===== src/rtl/uart_alu_pkg.sv =====
// rtl/uart_alu_pkg.sv - shared state encoding and defaults for the UART ALU sequencer
package uart_alu_pkg;

  localparam int DEFAULT_SIZE_DATA      = 8;
  localparam int DEFAULT_TIMEOUT_CYCLES = 1_000_000;

  typedef enum logic [2:0] {
    WAIT_A  = 3'd0,
    WAIT_B  = 3'd1,
    WAIT_OP = 3'd2,
    EXEC    = 3'd3,
    WAIT_TX = 3'd4
  } state_t;

endpackage


===== src/rtl/byte_gap_timer.sv =====
// rtl/byte_gap_timer.sv - idle-cycle counter between received bytes with an expire pulse
module byte_gap_timer
  import uart_alu_pkg::*;
#(
  parameter int TIMEOUT_CYCLES = DEFAULT_TIMEOUT_CYCLES
) (
  input  logic clk,
  input  logic rst_n,
  input  logic clear,
  input  logic enable,
  output logic expire
);

  localparam int CW = (TIMEOUT_CYCLES > 0) ? $clog2(TIMEOUT_CYCLES + 1) : 1;
  localparam logic [CW-1:0] LAST = (TIMEOUT_CYCLES > 0) ? CW'(TIMEOUT_CYCLES - 1) : '0;

  logic [CW-1:0] count;

  // A zero timeout parks the counter so expire can never fire.
  assign expire = (TIMEOUT_CYCLES != 0) && enable && (count == LAST);

  always_ff @(posedge clk or negedge rst_n) begin
    if (!rst_n) begin
      count <= '0;
    end else if ((TIMEOUT_CYCLES == 0) || clear || expire) begin
      count <= '0;
    end else if (enable) begin
      count <= count + 1'b1;
    end
  end

endmodule


===== src/rtl/uart_alu_sequencer.sv =====
// rtl/uart_alu_sequencer.sv - collects operand A, operand B and opcode from UART, sends the ALU result back
module uart_alu_sequencer
  import uart_alu_pkg::*;
#(
  parameter int SIZE_DATA      = DEFAULT_SIZE_DATA,
  parameter int TIMEOUT_CYCLES = DEFAULT_TIMEOUT_CYCLES
) (
  input  logic                 i_clk,
  input  logic                 i_reset,
  input  logic                 i_rx_done,
  input  logic [SIZE_DATA-1:0] i_rx_data,
  input  logic [SIZE_DATA-1:0] i_alu_result,
  input  logic                 i_tx_done,
  output logic [SIZE_DATA-1:0] o_operandoA,
  output logic [SIZE_DATA-1:0] o_operandoB,
  output logic [SIZE_DATA-1:0] o_opcode,
  output logic [SIZE_DATA-1:0] o_tx_data,
  output logic                 o_tx_start,
  output logic                 o_busy,
  output logic                 o_timeout
);

  state_t state;
  logic   gap_enable;
  logic   gap_clear;
  logic   gap_expire;

  assign gap_enable = (state == WAIT_B) || (state == WAIT_OP);
  assign gap_clear  = i_rx_done || (state == WAIT_A);

  byte_gap_timer #(
    .TIMEOUT_CYCLES(TIMEOUT_CYCLES)
  ) u_gap_timer (
    .clk   (i_clk),
    .rst_n (i_reset),
    .clear (gap_clear),
    .enable(gap_enable),
    .expire(gap_expire)
  );

  always_ff @(posedge i_clk or negedge i_reset) begin
    if (!i_reset) begin
      state       <= WAIT_A;
      o_operandoA <= '0;
      o_operandoB <= '0;
      o_opcode    <= '0;
      o_tx_data   <= '0;
      o_tx_start  <= 1'b0;
      o_busy      <= 1'b0;
      o_timeout   <= 1'b0;
    end else begin
      o_tx_start <= 1'b0;
      o_timeout  <= 1'b0;
      case (state)
        WAIT_A: begin
          if (i_rx_done) begin
            o_operandoA <= i_rx_data;
            state       <= WAIT_B;
          end
        end
        // A byte landing in the expiry cycle takes priority over the timeout.
        WAIT_B: begin
          if (i_rx_done) begin
            o_operandoB <= i_rx_data;
            state       <= WAIT_OP;
          end else if (gap_expire) begin
            o_timeout <= 1'b1;
            state     <= WAIT_A;
          end
        end
        WAIT_OP: begin
          if (i_rx_done) begin
            o_opcode <= i_rx_data;
            o_busy   <= 1'b1;
            state    <= EXEC;
          end else if (gap_expire) begin
            o_timeout <= 1'b1;
            state     <= WAIT_A;
          end
        end
        EXEC: begin
          o_tx_data  <= i_alu_result;
          o_tx_start <= 1'b1;
          state      <= WAIT_TX;
        end
        WAIT_TX: begin
          if (i_tx_done) begin
            o_busy <= 1'b0;
            state  <= WAIT_A;
          end
        end
        default: begin
          o_busy <= 1'b0;
          state  <= WAIT_A;
        end
      endcase
    end
  end

endmodule


===== config.mk =====
export PLATFORM = sky130hd
export DESIGN_NAME = uart_alu_sequencer
export DESIGN_NICKNAME = d
export VERILOG_FILES = /design/src/rtl/uart_alu_pkg.sv /design/src/rtl/byte_gap_timer.sv /design/src/rtl/uart_alu_sequencer.sv
export SDC_FILE = /design/constraint.sdc
export NUM_CORES = 1
export LEC_CHECK = 0
export ABC_AREA = 1
export BUFFER_PORTS_ARGS = -buffer_cell sky130_fd_sc_hd__buf_2
export CAP_MARGIN = 10
export CORE_AREA = 2 2 88 90
export DETAILED_ROUTE_END_ITERATION = 6
export DIE_AREA = 0 0 90 92
export PLACE_DENSITY_LB_ADDON = 0.15
export SKIP_CTS_REPAIR_TIMING = 1
export SLEW_MARGIN = 15
export SYNTH_ARGS = -nofsm -noshare
export SYNTH_HDL_FRONTEND = slang
export SYNTH_SLANG_ARGS = --single-unit

===== constraint.sdc =====
create_clock -name i_clk -period 1.85 [get_ports i_clk]
set_clock_uncertainty 0.05 [all_clocks]
set_input_delay 0.2775 -clock i_clk [delete_from_list [all_inputs] [get_ports i_clk]]
set_output_delay 0.2775 -clock i_clk [all_outputs]
set_load 0.01 [all_outputs]

==> summary.md, run 1 <==
| Metric | Value |
|---|---|
| Row count | 32 |
| Placer Congestion | 0.824 |
| Via count | 2366 |
| IO Count | 55 |
| Final net count | 442 |
| CTS HTree Levels | 3 |
| Mapped Area | 2840 um2 |
| Placed Cells | 511 |
| Peak supply drop | 0.684 mV |
| Final hold violation count | 0 |
| Worst Setup End Kind | flip-flop |
| Initial antenna violation count | 0 |
| Status | complete, no violations |
| Largest net degree at the start of global routing | 41 |
| Most common cell after layout, fill and taps aside | nand2_1 |
| Detailed Route WL | 6420 um |
| First-pass GRT wire length | 11000 um |
| Post-Syn Area per Cell | 7.97 um2 |
| Leakage power | 1.75 nW |
| Min Hold Slack | 0.0754 ns |
| Vias in the first global route | 2309 |
| CP Launch Type | flip-flop |
| Port Buffers | 54 |
| DRC | 0 |
| Non-Filler Instances | 528 |
| FF+latch area | 1450 um2 |
| Critical path origin | u_gap_timer.count[1] |
| Largest area contributor in the netlist | dfrtp_1 |
| ANT nets after route | 0 |
| Starting Density | 38.1% |
| Register area share after synthesis | 51.1% |
| Dpl ws | 0.257 ns |
| Worst rel slew slack | 65.7% |
| Pwr Density | 1340 nW/um2 |
| CTS tree | done |
| Critical path cell sequence | ha_1 > nand3_2 > nor2_2 > nand2_1 > nor2_2 > nand3_1 > nor2_1 > nor2_1 |
| Die H | 92 um |
| Final WS setup | 0.255 ns |
| Highest-count cells in the layout ignoring fill and taps | 122 x nand2_1, 58 x dfrtp_1, 54 x buf_2, 48 x nor2_1, 36 x inv_1 |
| Max-slew violation count | 0 |
| Flops & latches, synth | 58 |
| Diode count | 0 |
| Setup TNS | 0 ns |
| Hold_sp | i_alu_result[6] |
| Crit-path leading delay family | simple AND/OR/NAND/NOR gates |
| Minimum clock period | 1.60 ns |
| Max-cap viol count | 0 |
| All-layer global routing usage | 17.0% |
| Unrepaired setup endpoints after global routing | no |
| Yosys warns | 0 |
| Yosys top cell area share | 51.1% |
| Setup Crit Path Kind | flip-flop to flip-flop |
| Syn Inst Count | 356 |
| Slowest CP cell | dfrtp_1 |
| Multi-input logic area | 1220 um2 |
| Hold/Removal Path Class | input port to flip-flop |
| Final Setup Violations | 0 |
| Die area | 8280 um2 |
| Reg-to-Reg Start | u_gap_timer.count[1] |
| Via density | 4.48 |
| Die width | 90 um |
| Core ar. | 7450 um2 |
| Clk Latency, worst-skew pair | 0.34 ns |
| Bufs on Longest Clock Path | 2 |
| Synth top area cells | dfrtp_1 51%, nand2_1 16%, nor2_1 6.3%, inv_1 4.8%, o21ai_0 4.6% |
| HPWL after DPL | 4580 um |
| Worst path required time | 2.03 ns |
| CP Data Arrival Time | 1.78 ns |
| Critical path peak fanout | 4 |
| Least-Margin Pin Slew | 0.514 ns |
| Final core occ | 46.1% |
| Avg WL per Cell | 12.2 um |
| Area Overhead vs Synth | 20.9% |
| Grt ovf | 0 |
| Router iterations before antenna repair | 6 |
| Period Utilization, post-route | 86.2% |
| Worst path max stage delay | 0.39 ns |
| Iter 0 DRT Violations | 91 |
| Total CTS buffers | 9 |
| Fill cells | 790 |
| CTS Root Cell | clkbuf_8 |
| Clock-pin transition on the worst setup and hold timing paths | 0.07 ns |
| Clk sink count | 58 |
| Synth cell types | 26 |
| Share of layout cells above drive strength 1 | 23.7% |
| WP buf/inv | 0 |
| Syn Nets | 377 |
| Fmax achieved | 627 MHz |
-- routing by layer --
layer | track usage (%) | up-vias | wire [um]
met5 | 0 | - | 0
met4 | 6.92 | 0 | 122
met3 | 5.59 | 10 | 393
met2 | 26.7 | 52 | 2850
met1 | 21.8 | 1073 | 3050
li1 | - | 1231 | -
-- Yosys cell counts --
master	n
nor2_8	1
o21bai_2	1
nor2_4	4
buf_2	2
a21oi_1	5
clkinv_1	1
nand2_4	5
nor2_2	8
nand2_1	122
ha_1	1
nor3_1	6
nor3_2	2
inv_2	2
xor2_1	5
nand3_1	10
clkbuf_2	1
o21bai_1	1
nand3_2	3
dfrtp_1	58
inv_1	36
nand2_2	3
nor2_1	48
o21ai_0	26
xnor2_1	1
nand4_1	3
inv_6	1
-- area by class of cell --
cell class                      count  share of cell area, %
Multi-Input combinational cell    255                   35.5
Inverter                           40                   4.52
Tap cell                          102                   3.72
Clock buffer                       11                   4.12
Timing Repair Buffer               57                   8.97
Clock inverter                      5                  0.876
Sequential cell                    58                   42.3
-- cells by family (layout without fill, tap and decap cells) --
kind of cell | after synthesis | after routing | share of synthesized area, %
adders and majority gates | 1 | 1 | 0.441
DFF | 58 | 58 | 51.1
xor gates and xnor gates | 6 | 6 | 1.85
buffers and inverters | 43 | 113 | 6.00
AOI/OAI and AO/OA | 33 | 33 | 6.13
and+or+nand+nor | 215 | 215 | 34.4
-- tightest hold or removal path, stage by stage --
cell     delay (ns)
buf_2          0.07
nand2_1        0.04
nand2_1        0.04
-- registers in the layout, summed over array words and instances (netlist names) --
signal,count
u_gap_timer.count,20
o_opcode,8
o_operandoA,8
o_operandoB,8
o_tx_data,8
state,3
o_busy,1
o_timeout,1
o_tx_start,1
-- power by group --
part	leakage (nW)	internal, mW	switching [mW]
registers	0.757	1.66	0.229
clock network	0.0851	0.515	0.535
logic	0.907	0.583	1.08
-- metrics by stage --
stage / area, um2 / power [mW]
2_1_floorplan: 2840 / 2.97
3_3_place_gp: 3250 / 3.58
3_5_place_dp: 3250 / 3.60
4_1_cts: 3420 / 4.67
5_1_grt: 3430 / 4.96
6_report: 3430 / 4.60
-- path summary, 6_finish.rpt --
| check | endpoint | slack [ns] | depth (start not counted) |
|---|---|---|---|
| min reg2reg | o_operandoA[6] | 0.43 | 2 |
| max in group asynchronous | state[0] | 0.77 | 3 |
| max reg2reg | u_gap_timer.count[18] | 0.25 | 8 |
| max | u_gap_timer.count[18] | 0.25 | 8 |
| min | o_tx_data[6] | 0.08 | 3 |
| min in group asynchronous | u_gap_timer.count[4] | 0.38 | 2 |
No activity file was read; power rests on OpenSTA's default activity.
==> inputs of run 2 (changes only) <==
CORE_AREA = 2 2 80 82   (was 2 2 88 90)
DIE_AREA = 0 0 82 84   (was 0 0 90 92)
clock period = 1.5 ns   (was 1.85 ns; I/O delays follow)
==> run 2 against run 1 <==
Effect of this change:
- the flow now finishes with violations (setup timing)
- worst setup slack worse by 0.26 ns
- power rose by 31%
- register-to-register slack worse by 0.26 ns
- non-clock buffer count increased by 29
- die area fell by 17%
- sequential power up 23%
- global-route usage grew 4.2 points
- combinational power grew 46%
- clock-buffer cell count stayed put
- critical path depth is the same
- routed wire length up 5.2%
- critical path type unchanged
- largest power group is now combinational logic
- highest routed layer unchanged
==> summary.md, run 2 (synthesis gave the netlist of run 1 again) <==
| Metric | Value |
|---|---|
| Placer Congestion | 0.907 (was 0.824) |
| Critical path cell sequence | ha_4 > nand3_4 > buf_4 > nor2_8 > nand2_4 > buf_4 > nand3_1 > a21oi_1 (was ha_1 > nand3_2 > nor2_2 > nand2_1 > nor2_2 > nand3_1 > nor2_1 > nor2_1) |
| All-layer global routing usage | 21.2% (was 17.0%) |
| Detailed Route WL | 6760 um (was 6420 um) |
| Status | finished with violations (was complete, no violations) |
| Worst rel slew slack | 68.0% (was 65.7%) |
| Bufs on Longest Clock Path | 2 (unchanged) |
| Final net count | 473 (was 442) |
| Fmax achieved | 664 MHz (was 627 MHz) |
| DRC | 0 (unchanged) |
| Share of layout cells above drive strength 1 | 34.1% (was 23.7%) |
| Diode count | 0 (unchanged) |
| Starting Density | 46.6% (was 38.1%) |
| Hold/Removal Path Class | input port to flip-flop (unchanged) |
| Minimum clock period | 1.51 ns (was 1.60 ns) |
| Clock-pin transition on the worst setup and hold timing paths | 0.07 ns (about the same) |
| Setup Crit Path Kind | flip-flop to flip-flop (unchanged) |
| ANT nets after route | 0 (unchanged) |
| Clk Latency, worst-skew pair | 0.34 ns (about the same) |
| Core ar. | 6100 um2 (was 7450 um2) |
| IO Count | 55 (unchanged) |
| Avg WL per Cell | 12.7 um (was 12.2 um) |
| Leakage power | 1.90 nW (was 1.75 nW) |
| Final hold violation count | 0 (unchanged) |
| Multi-input logic area | 1360 um2 (was 1220 um2) |
| Pwr Density | 1600 nW/um2 (was 1340 nW/um2) |
| Failing checks | setup timing |
| Highest-count cells in the layout ignoring fill and taps | 118 x nand2_1, 56 x dfrtp_1, 54 x buf_2, 37 x nor2_1, 32 x inv_1 (was 122 x nand2_1, 58 x dfrtp_1, 54 x buf_2, 48 x nor2_1, 36 x inv_1) |
| First-pass GRT wire length | 11100 um (was 11000 um) |
| Port Buffers | 54 (unchanged) |
| Worst path required time | 1.68 ns (was 2.03 ns) |
| Biggest register | u_gap_timer.count (unchanged) |
| Largest net degree at the start of global routing | 24 (was 41) |
| CTS HTree Levels | 3 (unchanged) |
| Total CTS buffers | 9 (unchanged) |
| Area Overhead vs Synth | 33.1% (was 20.9%) |
| Dpl ws | -0.0941 ns (was 0.257 ns) |
| Worst Setup End Kind | flip-flop (unchanged) |
| CP Launch Type | flip-flop (unchanged) |
| Max-slew violation count | 0 (unchanged) |
| Via density | 4.78 (was 4.48) |
| Max-cap viol count | 0 (unchanged) |
| CTS Root Cell | clkbuf_8 (unchanged) |
| Die area | 6890 um2 (was 8280 um2) |
| Critical path peak fanout | 4 (unchanged) |
| Grt ovf | 0 (unchanged) |
| Largest register FFs | 20 (unchanged) |
| Via count | 2555 (was 2366) |
| Unrepaired setup endpoints after global routing | yes (was no) |
| Setup TNS | -0.00569 ns (was 0 ns) |
| Slowest CP cell | dfrtp_1 (unchanged) |
| Worst path max stage delay | 0.42 ns (was 0.39 ns) |
| HPWL after DPL | 4630 um (was 4580 um) |
| Least-Margin Pin Slew | 0.481 ns (was 0.514 ns) |
| Period Utilization, post-route | 100% (was 86.2%) |
| Router iterations before antenna repair | 4 (was 6) |
| FF+latch area | 1450 um2 (about the same) |
| CTS tree | done (unchanged) |
| Vias in the first global route | 2395 (was 2309) |
| Peak supply drop | 1.07 mV (was 0.684 mV) |
| Final WS setup | -0.00569 ns (was 0.255 ns) |
| Die H | 84 um (was 92 um) |
| Most common cell after layout, fill and taps aside | nand2_1 (unchanged) |
| Iter 0 DRT Violations | 116 (was 91) |
| Initial antenna violation count | 0 (unchanged) |
| Row count | 29 (was 32) |
| Final Setup Violations | 1 (was 0) |
| Clk sink count | 58 (unchanged) |
| Non-Filler Instances | 534 (was 528) |
| Worst path most repeated cell | buf_4 |
| Die width | 82 um (was 90 um) |
| Placed Cells | 509 (was 511) |
| CP Data Arrival Time | 1.68 ns (was 1.78 ns) |
| Fill cells | 563 (was 790) |
==> run 2: worst paths after layout <==
kind	cells past startpoint	endpoint	from	slack (ns)
setup / recovery	8	state[0]	u_gap_timer.count[1]	-0.006
hold / removal	3	o_tx_data[4]	i_alu_result[4]	0.03
setup reg to reg	8	state[0]	u_gap_timer.count[1]	-0.006
hold reg to reg	2	o_operandoA[7]	o_operandoA[7]	0.43
max in group asynchronous	3	o_operandoA[0]	i_reset	0.56
min in group asynchronous	2	state[2]	i_reset	0.35
==> run 2: layer usage <==
metal / up-vias / track usage, % / wire (um)
met5: - / 0 / 0
met4: 0 / 6.82 / 84
met3: 8 / 7.25 / 338
met2: 56 / 30.4 / 3070
met1: 1194 / 30.1 / 3260
li1: 1297 / - / -
==> run 2: area by class of cell <==
class	count	area share, %
multi-input cells	257	36.0
well taps	77	2.55
inverters	40	4.17
clock inverters	5	0.795
clock buffers	11	3.74
flip-flops and latches	58	38.5
repair buffers	86	14.2
==> run 2: power breakdown <==
part           switching, mW  internal, mW
Clock                  0.652         0.635
Combinational           1.48         0.946
Sequential             0.272          2.05
==> run 2: worst max-delay path, delay by kind of cell (launching register included) <==
family	cells	cell delay, ns
flops	1	0.42
compound gates	1	0.06
simple gates	4	0.38
fa+ha+maj	1	0.17
buf+inv	2	0.32
==> run 2: metrics by stage <==
stage / hold WS (ns) / total power [mW] / area [um2] / util (%)
finish: 0.0255 / 6.03 / 3780 / 61.9
global route: 0.0184 / 6.51 / 3780 / 61.9
CTS: -0.206 / 5.87 / 3570 / 58.6
detailed placement: 0.162 / 4.56 / 3400 / 55.8
global placement: 0.161 / 4.53 / 3400 / 55.8
floorplan: -0.121 / 3.67 / 2840 / -
